[src/rtl/booth_r4_mult_param.sv]
// Iterative radix-4 Booth multiplier (signed/unsigned) with start/ready handshake and exact overflow.
// Optional high product half output enabled by defining FULL_PRODUCT_EN.
module booth_r4_mult_param #(
  parameter int WIDTH = 32
) (
  input  logic             clk,
  input  logic             rst_n,
  input  logic             start,
  input  logic [WIDTH-1:0] a,
  input  logic [WIDTH-1:0] b,
  input  logic             is_signed,
  output logic             busy,
  output logic             ready,
  output logic [WIDTH-1:0] product,
  output logic             overflow
`ifdef FULL_PRODUCT_EN
  ,
  output logic [WIDTH-1:0] product_hi
`endif
);

  localparam int ITER = WIDTH / 2 + 1;
  localparam int XW   = WIDTH + 2;
  localparam int AW   = WIDTH + 4;
  localparam int CW   = $clog2(ITER);

  typedef enum logic [1:0] {
    IDLE = 2'd0,
    CALC = 2'd1,
    DONE = 2'd2
  } state_t;

  state_t            state_r;
  logic [AW-1:0]     acc_r;
  logic [XW-1:0]     m_r;
  logic [XW-1:0]     mcand_r;
  logic              guard_r;
  logic              sgn_r;
  logic [CW-1:0]     cnt_r;
  logic              busy_r;
  logic              ready_r;
  logic [WIDTH-1:0]  product_r;
  logic              overflow_r;
`ifdef FULL_PRODUCT_EN
  logic [WIDTH-1:0]  product_hi_r;
`endif

  logic [AW-1:0]           sel_s;
  logic [AW-1:0]           sum_s;
  logic signed [AW+XW-1:0] pair_s;
  logic [2*WIDTH-1:0]      full_s;

  function automatic logic [XW-1:0] ext_f(input logic [WIDTH-1:0] x, input logic sgn);
    if (sgn) begin
      return {{2{x[WIDTH-1]}}, x};
    end else begin
      return {2'b00, x};
    end
  endfunction

  function automatic logic ovf_f(input logic [2*WIDTH-1:0] p, input logic sgn);
    if (sgn) begin
      return !((&p[2*WIDTH-1:WIDTH-1]) || (~|p[2*WIDTH-1:WIDTH-1]));
    end else begin
      return |p[2*WIDTH-1:WIDTH];
    end
  endfunction

  // Booth digit selection from {m[1], m[0], guard}, widened so +/-2A never wraps
  always_comb begin
    sel_s = '0;
    case ({m_r[1:0], guard_r})
      3'b001, 3'b010: sel_s = {{2{mcand_r[XW-1]}}, mcand_r};
      3'b011:         sel_s = {mcand_r[XW-1], mcand_r, 1'b0};
      3'b100:         sel_s = -({mcand_r[XW-1], mcand_r, 1'b0});
      3'b101, 3'b110: sel_s = -({{2{mcand_r[XW-1]}}, mcand_r});
      default:        sel_s = '0;
    endcase
  end

  // Accumulate then arithmetic-shift the {acc, m} pair right by one Booth digit
  always_comb begin
    sum_s  = acc_r + sel_s;
    pair_s = $signed({sum_s, m_r}) >>> 2'd2;
    full_s = pair_s[2*WIDTH-1:0];
  end

  // Control FSM, datapath registers and registered outputs
  always_ff @(posedge clk or negedge rst_n) begin
    if (!rst_n) begin
      state_r      <= IDLE;
      acc_r        <= '0;
      m_r          <= '0;
      mcand_r      <= '0;
      guard_r      <= 1'b0;
      sgn_r        <= 1'b0;
      cnt_r        <= '0;
      busy_r       <= 1'b0;
      ready_r      <= 1'b0;
      product_r    <= '0;
      overflow_r   <= 1'b0;
`ifdef FULL_PRODUCT_EN
      product_hi_r <= '0;
`endif
    end else begin
      case (state_r)
        IDLE, DONE: begin
          ready_r <= 1'b0;
          if (start) begin
            mcand_r <= ext_f(a, is_signed);
            m_r     <= ext_f(b, is_signed);
            sgn_r   <= is_signed;
            acc_r   <= '0;
            guard_r <= 1'b0;
            cnt_r   <= '0;
            busy_r  <= 1'b1;
            state_r <= CALC;
          end else begin
            busy_r  <= 1'b0;
            state_r <= IDLE;
          end
        end
        CALC: begin
          acc_r   <= pair_s[AW+XW-1:XW];
          m_r     <= pair_s[XW-1:0];
          guard_r <= m_r[1];
          cnt_r   <= cnt_r + CW'(1);
          if (cnt_r == CW'(ITER - 1)) begin
            busy_r       <= 1'b0;
            ready_r      <= 1'b1;
            product_r    <= full_s[WIDTH-1:0];
            overflow_r   <= ovf_f(full_s, sgn_r);
`ifdef FULL_PRODUCT_EN
            product_hi_r <= full_s[2*WIDTH-1:WIDTH];
`endif
            state_r      <= DONE;
          end else begin
            ready_r <= 1'b0;
          end
        end
        default: begin
          busy_r  <= 1'b0;
          ready_r <= 1'b0;
          state_r <= IDLE;
        end
      endcase
    end
  end

  assign busy     = busy_r;
  assign ready    = ready_r;
  assign product  = product_r;
  assign overflow = overflow_r;
`ifdef FULL_PRODUCT_EN
  assign product_hi = product_hi_r;
`endif

endmodule
[config.mk]
export PLATFORM = sky130hd
export DESIGN_NAME = booth_r4_mult_param
export DESIGN_NICKNAME = d
export VERILOG_FILES = /design/src/rtl/booth_r4_mult_param.sv
export SDC_FILE = /design/constraint.sdc
export NUM_CORES = 1
export LEC_CHECK = 0
export ABC_CLOCK_PERIOD_IN_PS = 6100
export BUFFER_PORTS_ARGS = -buffer_cell sky130_fd_sc_hd__clkbuf_2
export CORE_MARGIN = 2
export CORE_UTILIZATION = 50
export DETAILED_ROUTE_END_ITERATION = 10
export HOLD_SLACK_MARGIN = 0.02
export PLACE_DENSITY = 0.7
export SYNTH_ARGS = -nofsm -noshare
export SYNTH_HDL_FRONTEND = slang
export SYNTH_SLANG_ARGS = --single-unit
[constraint.sdc]
create_clock -name clk -period 6.1 [get_ports clk]
set_input_delay 0.61 -clock clk [delete_from_list [all_inputs] [get_ports clk]]
set_output_delay 0.61 -clock clk [all_outputs]
set_load 0.02 [all_outputs]
==> metrics.log, run 1 <==
[metrics] final number of setup-violating endpoints: 0
[metrics] via count of the first global-routing pass: 8,628
[metrics] Iter 0 DRT Violations: 702
[metrics] Final WS setup: 0.111 ns
[metrics] final design instance area without fill: 11,300 µm²
[metrics] number of antenna diodes: 0
[metrics] Mapped Cells: 1,191
[metrics] floorplan die area: 20,500 µm²
[metrics] detailed-route DRC error count: 0
[metrics] number of unique standard cell types used by synthesis: 82
[metrics] crit path capture type: flop
[metrics] startpoint-to-endpoint class of the critical path: flop to flop
[metrics] count of port buffers added during placement: 102
[metrics] fraction of layout cells with a size suffix above 1: 17.6%
[metrics] Post-DRT Antenna Nets: 0
[metrics] Inst Count DP: approximately 1,500
[metrics] wire length reported by the detailed router: about 26 mm
[metrics] overflow left after global routing: 0
[metrics] post-layout net count: approximately 1,400
[metrics] router iterations before antenna repair: 6
[metrics] worst setup slack before clock tree synthesis: 0.0321 ns
[metrics] share of the clock period used by the worst path after layout: a little over nine tenths
[metrics] type of the worst min-delay path: input pin to asynchronous set/reset pin
[metrics] Worst Tran Pin Value: between 0.9 and 1 ns
[metrics] detailed placer's ending HPWL: 17.7 mm
[metrics] worst clock skew: roughly 0.018 ns
[metrics] via count: 9,003
[metrics] synthesis-stage register bit count: between 100 and 150
[metrics] global-route usage over all layers: 26.5%
[metrics] ranking of synthesized cells by area: dfrtp_1, nand2_1, ha_1, xnor2_1, a22oi_1
[metrics] Final Max Slew Viols: 0
[metrics] pin count of the biggest net entering global routing: 94
[metrics] H-Tree Level Count: 4
[metrics] Layout area overhead: 16.3%
[metrics] number of buffers inserted during clock tree synthesis: 17
[metrics] I/O pin total: between 100 and 150
[metrics] maximum fanout along the worst path: 4
[metrics] floorplan die height: 143 µm
[metrics] effective utilization at floorplan: 51.3%
[metrics] clock latency of the later-clocked register in the worst-skew pair: about 0.44 ns
[metrics] highest clock rate: 0.167 GHz
[metrics] WL per Instance: about 17 µm
[metrics] placeable core region: between 15,000 and 20,000 µm²
[metrics] total number of placement rows: 50
[metrics] required time reported for the critical path endpoint: 6.42 ns
[metrics] CTS clock-pin slew for the worst setup and hold paths: approximately 0.070 ns
[metrics] Mapped Avg Cell Area: 8.14 µm²
[metrics] commonest non-fill, non-tap cell in the layout: nand2_1
[metrics] placed inst area: between 10,000 and 15,000 µm²
[metrics] relative max-transition margin: a little over a third
[metrics] setup repair after global routing missed its margin: yes
[metrics] min cycle time layout: 5.99 ns
[metrics] TritonCTS clock tree: built
[metrics] die extent in x: 143 µm
[metrics] EDFF count, synth: 0
[metrics] number of clock sinks: 144
[metrics] kind of launch point of the worst setup path: flop
[metrics] outcome: completed
[metrics] Yosys warnings: 0
[metrics] GPL Wtd Cong: 0.917
[metrics] average via count per standard cell: 5.84
[metrics] Mapped Nets: 1,298
[metrics] global-route wire length before repair: 43.4 mm
[metrics] cell area after synthesis: 9700 µm²
[metrics] fraction of registers with async set/reset: 100%
[metrics] most common flop cell mapped by yosys: dfrtp_1
[metrics] Clock Tree Root: clkbuf_16
[metrics] top cell type by total area after synthesis: dfrtp_1
[metrics] post-synth top area share: 37.2%
[metrics] antenna violations before repair: 0
[metrics] reported max-cap violation count: 0
[metrics] buffer depth of the longest clock path: 2
[metrics] non-filler cells, final: 1,541
[metrics] register area share after synthesis: a little under two fifths
[metrics] commonest cells after routing, fill and taps aside: nand2_1, dfrtp_1, clkbuf_2
[metrics] number of hold violations in the final report: 0
[metrics] Arr. time, crit path: 6.31 ns
## cells by family (layout without fill, tap and decap cells)
group,count (synthesis),after routing,share of synthesized area (%)
flip-flops,144,144,37.2
buffers and inverters,102,192,4.03
multiplexers,8,8,0.890
XOR/XNOR,81,81,7.32
AO/OA/AOI/OAI,276,276,20.3
AND/OR/NAND/NOR,541,541,25.2
adder cells (fa/ha/maj),39,39,5.11
## area by class of cell
type | instances | area (µm²)
flip-flops and latches | 144 | 3600
well taps | 260 | 325
clock buffers | 17 | 425
multi-input cells | 945 | 5820
inverters | 17 | 63.8
fillers | 1745 | 7620
clock inverters | 15 | 209
repair buffers | 143 | 825
## state kept, by name, summed over array words and instances (netlist names), 5 cells and up
| register | flops |
|---|---|
| product | 32 |
| m_r | 34 |
| mcand_r | 33 |
| cnt_r | 5 |
| acc_r | 34 |
## synthesized netlist by cell type (12+ instances only)
cell / number
a21o_1: 12
a21oi_1: 44
a221oi_1: 22
a22o_1: 24
a22oi_1: 46
a31oi_1: 16
clkbuf_1: 71
dfrtp_1: 144
ha_1: 38
inv_1: 16
nand2_1: 343
nand3_1: 21
nand4_1: 16
nor2_1: 50
nor3_1: 25
o21ai_0: 46
xnor2_1: 50
xor2_1: 31
## through the flow
stage / utilization (%) / setup TNS, ns / hold WS [ns]
after floorplan: - / 0 / 0.314
after global placement: 55.5 / 0 / 0.459
after detailed placement: 55.5 / 0 / 0.461
after CTS: 58.8 / 0 / 0.301
after global routing: 59.7 / -0.145 / 0.342
final: 59.7 / 0 / 0.264
## worst max-delay path, cell delays in order (launching register included)
cell and delay [ns]:
dfrtp_1 0.38, or4_4 0.53, or3_4 0.40, nor3_4 0.22, nand2_2 0.11, or4_4 0.45, or3_4 0.44, nor3_4 0.15
xnor2_2 0.09, a221oi_2 0.24, a21oi_1 0.10, ha_1 0.40, and3_4 0.23, and4_1 0.21, nor3b_2 0.24, nor2_2 0.09
buf_4 0.14, xnor2_1 0.13, nand2b_1 0.15, or4_1 0.41, or4_4 0.54, nor4_4 0.14, nor3_1 0.07
## metal layers
layer / share of wire, % / up-vias / GRT usage [%]
met2: 48 / 314 / 44.2
li1: - / 4354 / -
met3: 5.9 / 54 / 5.10
met5: 0 / - / 0
met4: 2.6 / 0 / 8.57
met1: 44 / 4281 / 34.8
## worst paths after layout
check | slack [ns] | cells after the start | startpoint | to
worst max-delay path | 0.11 | 22 | mcand_r[5] | overflow
worst min-delay path | 0.26 | 1 | rst_n | mcand_r[12]
worst max register to register | 0.11 | 22 | mcand_r[5] | overflow
worst min register to register | 0.48 | 2 | product[26] | product[26]
max in group asynchronous | 4.61 | 2 | rst_n | acc_r[9]
min in group clk | 0.36 | 3 | a[21] | mcand_r[21]
## what timing repair did
item	4_1_cts	5_1_grt
endpoints found under the setup margin	1	1
resized for setup	0	20
setup buffers	0	9
pin swaps	1	20
gates cloned	0	0
hold buffers	0	0
Power of run 1 is not shown: default switching activity piles up to over one toggle a cycle in this logic, so the estimate is an artifact.
==> inputs of run 2 (changes only) <==
--- a/config.mk
+++ b/config.mk
@@ -7,7 +7,7 @@
 export LEC_CHECK = 0
 export ABC_CLOCK_PERIOD_IN_PS = 6100
 export BUFFER_PORTS_ARGS = -buffer_cell sky130_fd_sc_hd__clkbuf_2
-export CORE_MARGIN = 2
+export CORE_MARGIN = 3
 export CORE_UTILIZATION = 50
 export DETAILED_ROUTE_END_ITERATION = 10
 export HOLD_SLACK_MARGIN = 0.02
==> run 2 against run 1 <==
  * Core utilization fell by 0.31 points
  * Clock skew decreased by 0.0044 ns
  * Register-to-register slack gained 0.13 ns
  * Wire length rose by 0.45%
  * Setup slack better by 0.13 ns
  * Global-route usage is 1.4 points lower
  * Worst hold slack worse by 0.021 ns
  * Sequential share of layout area rose by 0.17 points
  * Non-clock buffer count increased by 3
  * First-iteration DRC count fell by 10%
  * Via count decreased by 0.18%
==> metrics.log, run 2 (same netlist as run 1, synthesis figures left out) <==
[metrics] WL per Instance: 17.2 µm
[metrics] highest clock rate: 0.171 GHz
[metrics] worst reg2reg path endpoint: overflow
[metrics] Post-Route Hold Slack: 0.243 ns
[metrics] clock latency of the later-clocked register in the worst-skew pair: 0.43 ns
[metrics] area of the multi-input gates: 5810 µm²
[metrics] commonest cells after routing, fill and taps aside: nand2_1, dfrtp_1, clkbuf_2
[metrics] Arr. time, crit path: between 6 and 7 ns
[metrics] relative max-transition margin: 45.6%
[metrics] commonest non-fill, non-tap cell in the layout: nand2_1
[metrics] effective utilization at floorplan: 51.3%
[metrics] placeable core region: 18,900 µm²
[metrics] I/O pin total: 103
[metrics] final number of setup-violating endpoints: 0
[metrics] antenna violations before repair: 0
[metrics] floorplan die height: 145 µm
[metrics] crit path capture type: flop
[metrics] type of the worst min-delay path: input pin to asynchronous set/reset pin
[metrics] worst setup slack before clock tree synthesis: 0.0955 ns
[metrics] TritonCTS clock tree: built
[metrics] required time reported for the critical path endpoint: between 6 and 7 ns
[metrics] largest registers: acc_r (34), m_r (34), mcand_r (33)
[metrics] wire length reported by the detailed router: 26.5 mm
[metrics] number of antenna diodes: 0
[metrics] detailed-route DRC error count: 0
[metrics] sequential cell area: between 3000 and 4000 µm²
[metrics] die extent in x: 145 µm
[metrics] worst clock skew: 0.0132 ns
[metrics] reported max-cap violation count: 0
[metrics] Inst Count DP: 1,505
[metrics] share of the clock period used by the worst path after layout: 96.0%
[metrics] pin count of the biggest net entering global routing: 83
[metrics] startpoint-to-endpoint class of the critical path: flop to flop
[metrics] global-route wire length before repair: 44.3 mm
[metrics] H-Tree Level Count: 4
[metrics] non-filler cells, final: 1,543
[metrics] Layout area overhead: 15.7%
[metrics] global-route usage over all layers: 25.1%
[metrics] Post-DRT Antenna Nets: 0
[metrics] average via count per standard cell: 5.82
[metrics] GPL Wtd Cong: 0.960
[metrics] number of buffers inserted during clock tree synthesis: 17
[metrics] min cycle time layout: 5.86 ns
[metrics] via count of the first global-routing pass: 8,843
[metrics] reg2reg start: mcand_r[8]
[metrics] final setup TNS: 0 ns
[metrics] kind of launch point of the worst setup path: flop
[metrics] Iter 0 DRT Violations: 632
[metrics] total number of placement rows: 50
[metrics] Worst Tran Pin Value: 0.816 ns
[metrics] outcome: completed
[metrics] CTS clock-pin slew for the worst setup and hold paths: ~0.070 ns
[metrics] Final WS setup: about 0.24 ns
[metrics] via count: 8,987
[metrics] router iterations before antenna repair: 5
[metrics] worst-case reg-to-reg path depth: 22
[metrics] detailed placer's ending HPWL: 18.1 mm
[metrics] number of hold violations in the final report: 0
[metrics] overflow left after global routing: 0
[metrics] post-layout net count: approximately 1,400
[metrics] worst setup slack for register-to-register paths: 0.24 ns
[metrics] floorplan die area: 21,100 µm²
[metrics] fraction of layout cells with a size suffix above 1: 17.7%
[metrics] count of port buffers added during placement: 102
[metrics] buffer depth of the longest clock path: 2
[metrics] Clock Tree Root: clkbuf_16
[metrics] CTS hold repair buffers: 0
[metrics] number of clock sinks: roughly 140
[metrics] filler cell count: between 1,500 and 2,000
[metrics] maximum fanout along the worst path: 5
[metrics] Final Max Slew Viols: 0
[run 2: cell count changes in the layout (fill, tap and decap cells not counted), moves of 2 or more]
cell | previous run | this run
clkinv_8 | 3 | 0
xnor2_1 | 48 | 50
inv_6 | 4 | 6
clkinvlp_4 | 0 | 4
nor4_2 | 0 | 2
inv_8 | 5 | 2
xnor2_2 | 2 | 0
buf_4 | 41 | 44
[run 2: area by class of cell]
| class | instances | share of cell area, % |
|---|---|---|
| Tap cell | 260 | 2.90 |
| Timing Repair Buffer | 146 | 7.55 |
| Multi-Input combinational cell | 945 | 51.8 |
| Clock buffer | 17 | 3.79 |
| Sequential cell | 144 | 32.1 |
| Inverter | 17 | 0.569 |
| Clock inverter | 14 | 1.28 |
[run 2: worst max-delay path by stage]
| stage | startpoint | endpoint |
|---|---|---|
| final | mcand_r[8] | overflow |
| after global routing | mcand_r[8] | overflow |
| after CTS | mcand_r[0] | overflow |
| after detailed placement | mcand_r[0] | overflow |
| after global placement | mcand_r[0] | overflow |
| after floorplan | mcand_r[6] | overflow |
[run 2: timing repair]
| action | 4_1_cts | 5_1_grt |
|---|---|---|
| buffers inserted | 0 | 7 |
| resized for setup | 0 | 19 |
| endpoints found under the setup margin | 0 | 2 |
[run 2: worst max-delay path, cell delays in order, from the launching register on]
cell	delay (ns)
dfrtp_1	0.38
or4_4	0.57
or3_4	0.40
nor3_4	0.21
nand2_2	0.09
or4_4	0.45
or3_4	0.38
nor3_2	0.16
xnor2_1	0.11
a221oi_1	0.28
a21oi_1	0.08
ha_1	0.37
and3_4	0.22
and4_1	0.19
o21ai_0	0.08
o21ai_1	0.12
nor2_2	0.17
o21ai_2	0.08
xor2_1	0.15
or4_1	0.52
or4_4	0.52
nor4_2	0.14
nor3_1	0.07
[run 2: layer usage]
| layer | vias to the layer above | track usage [%] | wire [µm] |
|---|---|---|---|
| met1 | 4328 | 33.7 | 12000 |
| li1 | 4350 | - | - |
| met2 | 264 | 41.2 | 12400 |
| met4 | 0 | 8.74 | 726 |
| met3 | 45 | 4.18 | 1470 |
| met5 | - | 0 | 0 |
[run 2: per-stage QoR]
step | util [%] | instance area [µm²]
final | 59.4 | 11200
after global routing | 59.4 | 11200
after CTS | 58.7 | 11100
after detailed placement | 55.6 | 10500
after global placement | 55.6 | 10500
after floorplan | - | 9700
Power of run 2 is left out for the same reason.
==> inputs of run 3 (changes only) <==
--- a/config.mk
+++ b/config.mk
@@ -7,11 +7,13 @@
 export LEC_CHECK = 0
 export ABC_CLOCK_PERIOD_IN_PS = 6100
 export BUFFER_PORTS_ARGS = -buffer_cell sky130_fd_sc_hd__clkbuf_2
+export CELL_PAD_IN_SITES_DETAIL_PLACEMENT = 0
+export CELL_PAD_IN_SITES_GLOBAL_PLACEMENT = 1
 export CORE_MARGIN = 3
-export CORE_UTILIZATION = 50
+export CORE_UTILIZATION = 45
 export DETAILED_ROUTE_END_ITERATION = 10
 export HOLD_SLACK_MARGIN = 0.02
-export PLACE_DENSITY = 0.7
+export PLACE_DENSITY_LB_ADDON = 0.1
 export SYNTH_ARGS = -nofsm -noshare
 export SYNTH_HDL_FRONTEND = slang
 export SYNTH_SLANG_ARGS = --single-unit
==> run 3 against run 2 <==
  * First-iteration DRC count down 13%
  * Critical path depth down 1
  * Critical path type unchanged
  * Core utilization down 6.2 points
  * Die area up 11%
  * Critical endpoint unchanged
  * Global-route usage down 1.8 points
  * Clock skew up 0.0043 ns
  * Maximum frequency down 0.81%
  * Worst hold slack worse by 0.0076 ns
  * Highest routed layer unchanged
  * Setup slack worse by 0.048 ns
  * Cell count up 0.52%
==> metrics.log, run 3 (same netlist as run 1, synthesis figures left out) <==
[metrics] post-layout net count: ~1,400
[metrics] Final Max Slew Viols: 0
[metrics] clock latency of the later-clocked register in the worst-skew pair: roughly 0.43 ns
[metrics] share of the clock period used by the worst path after layout: 96.8%
[metrics] count of port buffers added during placement: 102
[metrics] effective utilization at floorplan: 46.0%
[metrics] met1 Track Usage GR: 30.7%
[metrics] floorplan die height: 153 µm
[metrics] total number of placement rows: 53
[metrics] reported max-cap violation count: 0
[metrics] relative max-transition margin: between 20% and 30%
[metrics] Post-Route Hold Slack: 0.235 ns
[metrics] min cycle time layout: roughly 6 ns
[metrics] outcome: completed
[metrics] setup repair after global routing missed its margin: yes
[metrics] Iter 0 DRT Violations: 548
[metrics] CTS hold repair buffers: 0
[metrics] router iterations before antenna repair: 5
[metrics] I/O pin total: 103
[metrics] global-route wire length before repair: about 45 mm
[metrics] Clock Tree Root: clkbuf_16
[metrics] wire length reported by the detailed router: 27.4 mm
[metrics] type of the worst min-delay path: input pin to asynchronous set/reset pin
[metrics] final number of setup-violating endpoints: 0
[metrics] placeable core region: 21,100 µm²
[metrics] detailed-route DRC error count: 0
[metrics] pin count of the biggest net entering global routing: 76
[metrics] GR Util met3: 5.25%
[metrics] Arr. time, crit path: a little over 6 ns
[metrics] commonest non-fill, non-tap cell in the layout: nand2_1
[metrics] number of hold violations in the final report: 0
[metrics] Worst Tran Pin Value: between 1 and 1.5 ns
[metrics] buffer depth of the longest clock path: 2
[metrics] GPL Wtd Cong: 0.907
[metrics] Layout area overhead: 15.7%
[metrics] Most Used Layer, Global Route: met2
[metrics] number of buffers inserted during clock tree synthesis: 17
[metrics] floorplan die area: around 23,000 µm²
[metrics] die extent in x: 153 µm
[metrics] WL per Instance: about 18 µm
[metrics] average via count per standard cell: 5.69
[metrics] maximum fanout along the worst path: 5
[metrics] startpoint-to-endpoint class of the critical path: flop to flop
[metrics] via count: 8,818
[metrics] antenna violations before repair: 0
[metrics] worst clock skew: 0.0175 ns
[metrics] largest registers: acc_r (34), m_r (34), mcand_r (33)
[metrics] overflow left after global routing: 0
[metrics] kind of launch point of the worst setup path: flop
[metrics] commonest cells after routing, fill and taps aside: nand2_1, dfrtp_1, clkbuf_2
[metrics] global-route usage over all layers: between 20% and 30%
[metrics] number of clock sinks: 144
[metrics] Post-DRT Antenna Nets: 0
[metrics] met2 GRT Util: between 30% and 40%
[metrics] detailed placer's ending HPWL: between 15 and 20 mm
[metrics] H-Tree Level Count: 4
[metrics] fraction of layout cells with a size suffix above 1: between 10% and 20%
[metrics] required time reported for the critical path endpoint: between 6 and 7 ns
[metrics] via count of the first global-routing pass: 8,667
[metrics] number of antenna diodes: 0
[metrics] filler cell count: slightly above 2,000
[metrics] TritonCTS clock tree: built
[metrics] CTS clock-pin slew for the worst setup and hold paths: 0.07 ns
[metrics] crit path capture type: flop
[metrics] highest clock rate: 0.169 GHz
==> run 3: changes by cell type in the layout (fill, tap and decap cells not counted), moves of 2 or more <==
cell | previous run | this run
clkinv_8 | 0 | 2
bufinv_16 | 1 | 3
clkinvlp_4 | 4 | 1
buf_4 | 44 | 36
==> run 3: worst max-delay path, stage by stage (launching register included) <==
cell and delay [ns]:
dfrtp_1 0.40, or4_4 0.56, or3_4 0.37, nor3_4 0.18, nand2_2 0.08, or4_4 0.45, or3_4 0.37, nand2_1 0.09
xnor2_1 0.07, a211oi_1 0.25, a21oi_1 0.10, ha_2 0.41, nand4_1 0.13, o211ai_1 0.39, a2111oi_4 0.15, a211oi_2 0.28
nor2_1 0.09, xnor2_1 0.16, or4_1 0.52, or4_1 0.53, nor4_2 0.14, nor3_1 0.07
==> run 3: final cells by class <==
cell class | count | area, µm² | area share, %
multi-input combinational | 945 | 5770 | 51.5
sequential | 144 | 3600 | 32.1
clock inverter | 15 | 216 | 1.93
inverter | 17 | 63.8 | 0.569
clock buffer | 17 | 425 | 3.79
timing repair buffer | 138 | 787 | 7.02
tap | 275 | 344 | 3.07
==> run 3: path summary, 6_finish.rpt <==
check	start	endpoint	slack, ns	depth (start not counted)
max reg2reg	mcand_r[0]	overflow	0.20	21
min	rst_n	mcand_r[22]	0.24	1
min in group clk	a[3]	mcand_r[3]	0.37	3
max in group asynchronous	rst_n	m_r[0]	4.42	2
min reg2reg	product[25]	product[25]	0.47	2
max	mcand_r[0]	overflow	0.20	21
==> run 3: routing by layer <==
layer	vias to the layer above	routed length, µm
met1	4223	12500
met2	219	12800
met4	0	663
met3	41	1460
met5	-	0
li1	4335	-
==> run 3: what timing repair did <==
item | in CTS | in global routing
setup buffers | 0 | 5
gates resized for setup | 0 | 10
setup endpoints to repair | 0 | 1
==> run 3: stage by stage <==
step / std cells / TNS [ns] / util, % / setup slack, ns / instance area (µm²)
5_1_grt: 1551 / -0.0834 / 53.2 / -0.0834 / 11200
6_report: 1551 / 0 / 53.2 / 0.195 / 11200
3_3_place_gp: 1514 / 0 / 49.7 / 0.104 / 10500
3_5_place_dp: 1514 / 0 / 49.7 / 0.0805 / 10500
4_1_cts: 1546 / 0 / 52.8 / 0.0504 / 11100
2_1_floorplan: 1191 / 0 / - / 0.424 / 9700
Power of run 3 is left out for the same reason.
